## src/rtl/fp_add_v1_pkg.sv

```systemverilog
// -----------------------------------------------------------------------------
// fp_add_v1_pkg
// Shared definitions for the fp_add_v1 adder datapath:
//   - default widths of the mantissa sum, biased exponent and shift count
//   - the all-ones exponent (infinity / NaN encoding) for the default width
//   - bit indices of the guard / round / sticky bits in the mantissa sum
//   - the packed exception-flag vector produced by the normalize stage
// -----------------------------------------------------------------------------
package fp_add_v1_pkg;

    localparam int FP_MANT_W = 28;
    localparam int FP_EXP_W  = 8;
    localparam int FP_LZC_W  = 5;

    localparam logic [FP_EXP_W-1:0] EXP_MAX = {FP_EXP_W{1'b1}};

    // Guard/round/sticky occupy the three least significant mantissa bits.
    localparam int FP_GUARD_IDX  = 2;
    localparam int FP_ROUND_IDX  = 1;
    localparam int FP_STICKY_IDX = 0;

    typedef struct packed {
        logic zero;
        logic ovf;
        logic unf;
    } fp_flags_t;

endpackage : fp_add_v1_pkg

```

## src/rtl/fp_add_v1_norm_lzc.sv

```systemverilog
// -----------------------------------------------------------------------------
// fp_add_v1_norm_lzc
// Combinational leading-zero counter built as a tree of altpriority-encoder
// style merge cells. The input is left-aligned into a 2**LZC_W wide vector
// (zero padded at the bottom, which never changes the count of a non-zero
// input). Each tree level merges neighbouring pairs: the upper half wins if it
// holds a one, otherwise the lower half's count is used with the level's
// weight bit set.
//
// Ports:
//   i_vec   in   IN_W    vector to scan, counted from bit IN_W-1 downwards
//   o_lzc   out  LZC_W   number of leading zeros; IN_W when i_vec is zero
//   o_zero  out  1       i_vec is all zero
// -----------------------------------------------------------------------------
module fp_add_v1_norm_lzc #(
    parameter int IN_W  = 27,
    parameter int LZC_W = 5
) (
    input  logic [IN_W-1:0]  i_vec,
    output logic [LZC_W-1:0] o_lzc,
    output logic             o_zero
);

    localparam int P   = 2 ** LZC_W;
    localparam int PAD = P - IN_W;

    logic [P-1:0]     w_pad;
    logic             w_v   [LZC_W+1][P];
    logic [LZC_W-1:0] w_cnt [LZC_W+1][P];

    assign w_pad = P'(i_vec) << PAD;

    // Merge cell: hi/lo are the two child nodes, weight is this level's bit.
    function automatic logic [LZC_W-1:0] f_pe_merge(
        input logic             v_hi,
        input logic [LZC_W-1:0] c_hi,
        input logic [LZC_W-1:0] c_lo,
        input int               level
    );
        f_pe_merge = v_hi ? c_hi : (c_lo | (LZC_W'(1) << (level - 1)));
    endfunction

    always_comb begin
        for (int l = 0; l <= LZC_W; l++) begin
            for (int n = 0; n < P; n++) begin
                w_v[l][n]   = 1'b0;
                w_cnt[l][n] = '0;
            end
        end
        // Leaf n corresponds to bit P-1-n, so node 0 is always the MSB side.
        for (int n = 0; n < P; n++) begin
            w_v[0][n] = w_pad[P-1-n];
        end
        for (int l = 1; l <= LZC_W; l++) begin
            for (int n = 0; n < (P >> l); n++) begin
                w_v[l][n]   = w_v[l-1][2*n] | w_v[l-1][2*n+1];
                w_cnt[l][n] = f_pe_merge(w_v[l-1][2*n], w_cnt[l-1][2*n],
                                         w_cnt[l-1][2*n+1], l);
            end
        end
    end

    assign o_zero = ~w_v[LZC_W][0];
    assign o_lzc  = o_zero ? LZC_W'(IN_W) : w_cnt[LZC_W][0];

endmodule : fp_add_v1_norm_lzc

```

## src/rtl/fp_add_v1_normalize_stage.sv

```systemverilog
// -----------------------------------------------------------------------------
// fp_add_v1_normalize_stage
// Post-addition normalization for the fp_add_v1 datapath. Takes the raw
// mantissa sum (carry-out, hidden bit, fraction, GRS) and produces a
// normalized mantissa with hidden bit at MANT_W-2 plus the adjusted exponent.
// Carry-out sums shift right by one with sticky folding; others shift left by
// their leading-zero count. Exponent overflow saturates to the infinity
// encoding, underflow flushes to zero (no denormals).
// Three register stages, one result per enabled cycle, stalled by clk_en.
//
// Ports:
//   clock      in   1         clock, rising edge
//   sclr       in   1         synchronous active-high clear (overrides clk_en)
//   clk_en     in   1         pipeline enable; low holds every register
//   valid_in   in   1         operand valid
//   sign_in    in   1         result sign from the add stage
//   exp_in     in   EXP_W     biased exponent of the larger operand
//   mant_in    in   MANT_W    raw unsigned mantissa sum
//   valid_out  out  1         result valid
//   sign_out   out  1         sign, passed through
//   exp_out    out  EXP_W     adjusted biased exponent
//   mant_out   out  MANT_W-1  normalized mantissa
//   zero_out   out  1         mantissa sum was exactly zero
//   ovf_out    out  1         exponent overflow (infinity encoding)
//   unf_out    out  1         exponent underflow (flushed to zero)
// -----------------------------------------------------------------------------
module fp_add_v1_normalize_stage
    import fp_add_v1_pkg::*;
#(
    parameter int MANT_W = FP_MANT_W,
    parameter int EXP_W  = FP_EXP_W,
    parameter int LZC_W  = FP_LZC_W
) (
    input  logic              clock,
    input  logic              sclr,
    input  logic              clk_en,
    input  logic              valid_in,
    input  logic              sign_in,
    input  logic [EXP_W-1:0]  exp_in,
    input  logic [MANT_W-1:0] mant_in,
    output logic              valid_out,
    output logic              sign_out,
    output logic [EXP_W-1:0]  exp_out,
    output logic [MANT_W-2:0] mant_out,
    output logic              zero_out,
    output logic              ovf_out,
    output logic              unf_out
);

    typedef struct packed {
        logic [EXP_W-1:0]  exp;
        logic [MANT_W-2:0] mant;
        fp_flags_t         flags;
    } norm_t;

    localparam logic signed [EXP_W+1:0] L_ONE  = {{(EXP_W+1){1'b0}}, 1'b1};
    localparam logic signed [EXP_W+1:0] L_ZERO = '0;
    localparam logic signed [EXP_W+1:0] L_EMAX = {2'b00, {EXP_W{1'b1}}};

    // Final normalization: priority zero > carry > left shift.
    function automatic norm_t f_normalize(
        input logic              zero,
        input logic              carry,
        input logic [LZC_W-1:0]  lzc,
        input logic [EXP_W-1:0]  exp,
        input logic [MANT_W-2:0] mant
    );
        logic signed [EXP_W+1:0] e;
        norm_t                   r;
        r = '0;
        e = '0;
        if (zero) begin
            r.flags.zero = 1'b1;
        end else if (carry) begin
            e = $signed({2'b00, exp}) + L_ONE;
            if (e >= L_EMAX) begin
                r.flags.ovf = 1'b1;
                r.exp       = {EXP_W{1'b1}};
            end else begin
                r.exp  = e[EXP_W-1:0];
                // Right shift by one, folding the dropped bit into sticky.
                r.mant = {carry, mant[MANT_W-2:FP_GUARD_IDX],
                          mant[FP_ROUND_IDX] | mant[FP_STICKY_IDX]};
            end
        end else begin
            e = $signed({2'b00, exp}) - $signed({{(EXP_W+2-LZC_W){1'b0}}, lzc});
            if (e <= L_ZERO) begin
                r.flags.unf = 1'b1;
            end else begin
                r.exp  = e[EXP_W-1:0];
                r.mant = mant << lzc;
            end
        end
        return r;
    endfunction

    logic              r_vld_p0;
    logic              r_sign_p0;
    logic [EXP_W-1:0]  r_exp_p0;
    logic [MANT_W-1:0] r_mant_p0;

    logic              r_vld_p1;
    logic              r_sign_p1;
    logic [EXP_W-1:0]  r_exp_p1;
    logic [MANT_W-2:0] r_mant_p1;
    logic              r_carry_p1;
    logic              r_zero_p1;
    logic [LZC_W-1:0]  r_lzc_p1;

    logic              r_vld_p2;
    logic              r_sign_p2;
    norm_t             r_res_p2;

    logic [LZC_W-1:0]  w_lzc;
    logic              w_lz_zero;
    norm_t             w_res;

    fp_add_v1_norm_lzc #(
        .IN_W  (MANT_W - 1),
        .LZC_W (LZC_W)
    ) u_lzc (
        .i_vec  (r_mant_p0[MANT_W-2:0]),
        .o_lzc  (w_lzc),
        .o_zero (w_lz_zero)
    );

    assign w_res = f_normalize(r_zero_p1, r_carry_p1, r_lzc_p1, r_exp_p1, r_mant_p1);

    // ---- S1: input capture ----
    always_ff @(posedge clock) begin
        if (sclr) begin
            r_vld_p0  <= 1'b0;
            r_sign_p0 <= 1'b0;
            r_exp_p0  <= '0;
            r_mant_p0 <= '0;
        end else if (clk_en) begin
            r_vld_p0  <= valid_in;
            r_sign_p0 <= sign_in;
            r_exp_p0  <= exp_in;
            r_mant_p0 <= mant_in;
        end
    end

    // ---- S2: carry, leading-zero count, zero detect ----
    always_ff @(posedge clock) begin
        if (sclr) begin
            r_vld_p1   <= 1'b0;
            r_sign_p1  <= 1'b0;
            r_exp_p1   <= '0;
            r_mant_p1  <= '0;
            r_carry_p1 <= 1'b0;
            r_zero_p1  <= 1'b0;
            r_lzc_p1   <= '0;
        end else if (clk_en) begin
            r_vld_p1   <= r_vld_p0;
            r_sign_p1  <= r_sign_p0;
            r_exp_p1   <= r_exp_p0;
            r_mant_p1  <= r_mant_p0[MANT_W-2:0];
            r_carry_p1 <= r_mant_p0[MANT_W-1];
            r_zero_p1  <= w_lz_zero & ~r_mant_p0[MANT_W-1];
            r_lzc_p1   <= w_lzc;
        end
    end

    // ---- S3: shift, exponent adjust, exception flags ----
    always_ff @(posedge clock) begin
        if (sclr) begin
            r_vld_p2  <= 1'b0;
            r_sign_p2 <= 1'b0;
            r_res_p2  <= '0;
        end else if (clk_en) begin
            r_vld_p2  <= r_vld_p1;
            r_sign_p2 <= r_sign_p1;
            r_res_p2  <= w_res;
        end
    end

    assign valid_out = r_vld_p2;
    assign sign_out  = r_sign_p2;
    assign exp_out   = r_res_p2.exp;
    assign mant_out  = r_res_p2.mant;
    assign zero_out  = r_res_p2.flags.zero;
    assign ovf_out   = r_res_p2.flags.ovf;
    assign unf_out   = r_res_p2.flags.unf;

endmodule : fp_add_v1_normalize_stage

```

## config.mk

```make
export PLATFORM = sky130hd
export DESIGN_NAME = fp_add_v1_normalize_stage
export DESIGN_NICKNAME = d
export VERILOG_FILES = /design/src/rtl/fp_add_v1_pkg.sv /design/src/rtl/fp_add_v1_norm_lzc.sv /design/src/rtl/fp_add_v1_normalize_stage.sv
export SDC_FILE = /design/constraint.sdc
export NUM_CORES = 1
export LEC_CHECK = 0
export CAP_MARGIN = 20
export CORE_UTILIZATION = 50
export CTS_CLUSTER_DIAMETER = 120
export DETAILED_ROUTE_END_ITERATION = 16
export GPL_ROUTABILITY_DRIVEN = 0
export PLACE_DENSITY = 0.81
export SYNTH_ARGS = -nofsm -noshare
export SYNTH_HDL_FRONTEND = slang
export SYNTH_SLANG_ARGS = --single-unit
```

## constraint.sdc

```tcl
create_clock -name clock -period 4.7 [get_ports clock]
set_input_delay 0.94 -clock clock [delete_from_list [all_inputs] [get_ports clock]]
set_output_delay 0.94 -clock clock [all_outputs]
set_load 0.02 [all_outputs]
```

==> flow_summary.html <==
<table>
<tr><th>Metric</th><th>Value</th></tr>
<tr><th colspan="2">Run status</th></tr>
<tr><td>Status</td><td>complete, no violations</td></tr>
<tr><th colspan="2">Die</th></tr>
<tr><td>Horizontal die dimension</td><td>about 120 um</td></tr>
<tr><td>Starting utilization of the core area</td><td>0.515</td></tr>
<tr><td>Die span in y</td><td>roughly 120 um</td></tr>
<tr><td>Core region area</td><td>13,300 sq um</td></tr>
<tr><td>Number of rows created at floorplan</td><td>42</td></tr>
<tr><td>Die area</td><td>between 10,000 and 15,000 sq um</td></tr>
<tr><td>Total I/O pin count</td><td>81</td></tr>
<tr><th colspan="2">Pwr</th></tr>
<tr><td>Power per unit of standard cell area</td><td>355 nW/um^2</td></tr>
<tr><td>Total power</td><td>0.00292 W</td></tr>
<tr><td>Maximum VDD drop</td><td>0.238 mV</td></tr>
<tr><td>Leakage power</td><td>between 3 and 4 nW</td></tr>
<tr><th colspan="2">Clocking</th></tr>
<tr><td>Latest clock arrival within the worst-skew pair</td><td>0.43 ns</td></tr>
<tr><td>TritonCTS buffer count</td><td>17</td></tr>
<tr><td>Cell at the root of the clock tree</td><td>sky130_fd_sc_hd__clkbuf_16</td></tr>
<tr><td>Number of sinks handled by clock tree synthesis</td><td>around 120</td></tr>
<tr><td>Max Buffers Root-to-Sink</td><td>2</td></tr>
<tr><td>Number of hold buffers added after cts</td><td>0</td></tr>
<tr><td>Clock transition at the registers of the reported paths</td><td>0.06 ns</td></tr>
<tr><td>CTS tree</td><td>built</td></tr>
<tr><td>Number of levels in the clock H-tree</td><td>4</td></tr>
<tr><td>Setup fix buffers added after clock tree synthesis</td><td>0</td></tr>
<tr><td>Number of cells upsized or downsized after cts</td><td>0</td></tr>
<tr><th colspan="2">Worst setup path</th></tr>
<tr><td>Critical path type</td><td>reg2reg</td></tr>
<tr><td>Worst-path maximum fanout</td><td>13</td></tr>
<tr><td>Critical path origin</td><td>r_exp_p1[0]</td></tr>
<tr><td>Worst setup slack for register-to-register paths</td><td>1.29 ns</td></tr>
<tr><td>Worst setup SP type</td><td>flip-flop</td></tr>
<tr><td>Category of the worst setup path capture point</td><td>flip-flop</td></tr>
<tr><td>Data required, critical path</td><td>between 5 and 6 ns</td></tr>
<tr><td>Worst r2r src</td><td>r_exp_p1[0]</td></tr>
<tr><td>Critical R2R Capture</td><td>mant_out[5]</td></tr>
<tr><td>Reg2Reg Depth</td><td>11</td></tr>
<tr><td>Crit path to</td><td>mant_out[5]</td></tr>
<tr><td>CP arrival</td><td>3.75 ns</td></tr>
<tr><th colspan="2">STA</th></tr>
<tr><td>Maximum clock skew at final layout</td><td>0.00276 ns</td></tr>
<tr><td>Final max-slew violation count</td><td>0</td></tr>
<tr><td>TNS Setup</td><td>0 ns</td></tr>
<tr><td>Final count of hold timing violations</td><td>0</td></tr>
<tr><td>RSZ-0062 raised after global routing</td><td>no</td></tr>
<tr><td>Count of endpoints failing setup in the final report</td><td>0</td></tr>
<tr><td>Period minus WS final</td><td>3.41 ns</td></tr>
<tr><td>Max-slew headroom at the worst pin</td><td>0.450</td></tr>
<tr><td>Share of the clock period used by the worst path after layout</td><td>0.725</td></tr>
<tr><td>Transition time of the tightest slew-check pin</td><td>0.826 ns</td></tr>
<tr><td>Max Fclk</td><td>293 MHz</td></tr>
<tr><th colspan="2">Min path</th></tr>
<tr><td>Classification of the worst-slack hold path</td><td>reg2reg</td></tr>
<tr><th colspan="2">Synthesis</th></tr>
<tr><td>Average size of a mapped cell</td><td>8.95 sq um</td></tr>
<tr><td>Portion of the post-synthesis area used by sequential elements</td><td>0.357</td></tr>
<tr><td>Mapped cell area</td><td>approximately 7000 sq um</td></tr>
<tr><td>Mapped Cells</td><td>765</td></tr>
<tr><td>Total of flip-flops plus latches after synthesis</td><td>approximately 120</td></tr>
<tr><td>Post-synth EDFFs</td><td>0</td></tr>
<tr><td>Yosys cell types</td><td>77</td></tr>
<tr><td>Net count after synthesis</td><td>815</td></tr>
<tr><td>Synthesis warning total</td><td>0</td></tr>
<tr><td>Leading register cell type out of synthesis</td><td>sky130_fd_sc_hd__dfxtp_1</td></tr>
<tr><td>Fraction of registers with async set or reset after synthesis</td><td>0</td></tr>
<tr><th colspan="2">Global route</th></tr>
<tr><td>Initial antenna violation count</td><td>0</td></tr>
<tr><td>Wire length of the first global-routing pass</td><td>28,400 um</td></tr>
<tr><td>Largest net degree at the start of global routing</td><td>52</td></tr>
<tr><td>Via count of the first global-routing pass</td><td>between 5k and 6k</td></tr>
<tr><td>Tot GR Track Use</td><td>0.254</td></tr>
<tr><td>Global route total overflow</td><td>0</td></tr>
<tr><th colspan="2">Route</th></tr>
<tr><td>DRC viols</td><td>0</td></tr>
<tr><td>Aggregate routed wire length</td><td>17,500 um</td></tr>
<tr><td>Final ANT Viol Nets</td><td>0</td></tr>
<tr><td>Detailed-routing iteration count for the pre-antenna-repair pass</td><td>7</td></tr>
<tr><td>Count of routing violations after the opening detailed-route iteration</td><td>just under 500</td></tr>
<tr><td>Avg Vias per Cell</td><td>around 6</td></tr>
<tr><td>Total vias in the final route</td><td>roughly 6k</td></tr>
<tr><td>Avg WL per Cell</td><td>between 15 and 20 um</td></tr>
<tr><th colspan="2">Cells and area</th></tr>
<tr><td>Fin nets</td><td>866</td></tr>
<tr><td>Area added between synthesis and finish</td><td>20.3%</td></tr>
<tr><td>Number of inserted filler cells in the final layout</td><td>1,133</td></tr>
<tr><td>Layout cells sized above 1</td><td>0.116</td></tr>
<tr><td>N_diodes</td><td>0</td></tr>
<tr><th colspan="2">Placed design</th></tr>
<tr><td>Detailed placer's ending HPWL</td><td>12,300 um</td></tr>
<tr><td>Port Buf Inserts</td><td>80</td></tr>
<tr><th colspan="2">Flow run</th></tr>
<tr><td>Max-cap viol count</td><td>0</td></tr>
</table>
==> synthesized netlist by cell type (5+ instances only) <==
cell type,instances,share of area
sky130_fd_sc_hd__ha_1,8,0.015
sky130_fd_sc_hd__a32oi_1,9,0.012
sky130_fd_sc_hd__o21ai_2,10,0.013
sky130_fd_sc_hd__clkbuf_1,31,0.017
sky130_fd_sc_hd__buf_4,5,0.0055
sky130_fd_sc_hd__mux2_2,15,0.025
sky130_fd_sc_hd__a211oi_1,6,0.0066
sky130_fd_sc_hd__o22ai_1,6,0.0055
sky130_fd_sc_hd__o21ai_1,5,0.0037
sky130_fd_sc_hd__nand3_1,9,0.0066
sky130_fd_sc_hd__mux4_2,12,0.039
sky130_fd_sc_hd__nand2_1,59,0.032
sky130_fd_sc_hd__o21ai_0,26,0.019
sky130_fd_sc_hd__inv_1,13,0.0071
sky130_fd_sc_hd__a2bb2oi_1,5,0.0064
sky130_fd_sc_hd__a21o_1,8,0.0088
sky130_fd_sc_hd__nor3_1,9,0.0066
sky130_fd_sc_hd__xnor2_1,5,0.0064
sky130_fd_sc_hd__a21oi_1,33,0.024
sky130_fd_sc_hd__a22oi_1,9,0.0099
sky130_fd_sc_hd__buf_1,7,0.0038
sky130_fd_sc_hd__o31ai_1,6,0.0066
sky130_fd_sc_hd__nor2_1,125,0.069
sky130_fd_sc_hd__mux2i_1,116,0.17
sky130_fd_sc_hd__buf_2,12,0.0088
sky130_fd_sc_hd__a31oi_1,5,0.0046
sky130_fd_sc_hd__dfxtp_1,122,0.36
sky130_fd_sc_hd__and3_1,5,0.0046
==> critical path, cell delays in order, from the launching register on <==
cell and delay (ns):
sky130_fd_sc_hd__dfxtp_1 0.40, sky130_fd_sc_hd__inv_1 0.15, sky130_fd_sc_hd__ha_1 0.18, sky130_fd_sc_hd__inv_1 0.06
sky130_fd_sc_hd__fa_1 0.46, sky130_fd_sc_hd__a21o_1 0.19, sky130_fd_sc_hd__a21oi_1 0.33, sky130_fd_sc_hd__mux2i_1 0.26
sky130_fd_sc_hd__nor4b_2 0.08, sky130_fd_sc_hd__nor2_1 0.60, sky130_fd_sc_hd__nand2_1 0.33, sky130_fd_sc_hd__o31ai_1 0.27
==> worst min-delay path by stage <==
stage	from	end	slack (ns)	cells past startpoint
after global routing	exp_out[4]	exp_out[4]	0.47	1
after CTS	exp_out[4]	exp_out[4]	0.45	1
final	mant_out[23]	mant_out[23]	0.45	2
after detailed placement	exp_out[4]	exp_out[4]	0.44	1
after floorplan	r_mant_p0[27]	r_carry_p1	0.46	2
after global placement	exp_out[4]	exp_out[4]	0.43	1
==> cell usage in the layout (no fill, tap or decap), drive strengths merged, types with 3 or more instances in the layout <==
cell type	instances
nor2	125
dfxtp	122
mux2i	116
clkdlybuf4s50	78
nand2	60
o21ai	41
a21oi	35
clkbuf	18
inv	18
mux2	15
mux4	12
buf	11
nand3	10
nor3	10
a22oi	9
a32oi	9
clkinv	9
a21o	8
ha	8
o31ai	7
a211oi	6
o22ai	6
xnor2	5
and3	5
a2bb2oi	5
a31oi	5
nor4	5
or4	4
nand2b	4
nor2b	4
a22o	4
or3	3
xor2	3
a311oi	3
a221o	3
==> through the flow <==
stage | instances | worst slack [ns] | util | hold WS, ns | area [sq um]
floorplan | 765 | 1.77 | - | 0.456 | 6840
detailed placement | 973 | 1.37 | 0.576 | 0.441 | 7660
finish | 1005 | 1.29 | 0.620 | 0.450 | 8240
global route | 1005 | 1.03 | 0.620 | 0.466 | 8240
CTS | 1005 | 1.34 | 0.620 | 0.455 | 8240
global placement | 972 | 1.49 | 0.575 | 0.435 | 7640
==> logic make-up (layout without fill, tap and decap cells) <==
family          Yosys count  count (layout)  synth area share
fa+ha+maj                 9               9            0.0176
xor+xnor                  8               8            0.0102
mux                     143             143             0.234
flops                   122             122             0.357
compound gates          166             166             0.173
simple gates            243             243             0.159
buf+inv                  74             138            0.0495
==> final cells by class <==
cell class | instances | area [sq um] | share of cell area
Clock buffer | 18 | 429 | 0.0521
Timing Repair Buffer | 89 | 868 | 0.105
Sequential cell | 122 | 2440 | 0.297
Multi-Input combinational cell | 569 | 4070 | 0.494
Inverter | 17 | 63.8 | 0.00775
Clock inverter | 14 | 148 | 0.0179
Tap cell | 176 | 220 | 0.0267
==> sequential cells by signal, indices dropped and copies added (netlist names) <==
register and cells:
r_mant_p0 28, mant_out 27, r_mant_p1 27, exp_out 8, r_exp_p0 8, r_exp_p1 8, r_lzc_p1 5, ovf_out 1
r_carry_p1 1, r_sign_p0 1, r_sign_p1 1, r_vld_p0 1, r_vld_p1 1, r_zero_p1 1, sign_out 1, unf_out 1
valid_out 1, zero_out 1
==> per-layer routing <==
| layer | vias to the layer above | GRT usage | share of wire |
|---|---|---|---|
| met5 | - | 0 | 0 |
| met4 | 0 | 0.104 | 0.023 |
| met3 | 35 | 0.0685 | 0.094 |
| met2 | 309 | 0.363 | 0.43 |
| met1 | 2821 | 0.358 | 0.45 |
| li1 | 2877 | - | - |
==> power breakdown <==
group	switching, W	leakage, nW	internal, W
registers	0.0000554	0.995	0.00108
clock network	0.000491	0.281	0.000781
logic	0.000287	1.93	0.000226
(Power assumes the default switching activity.)
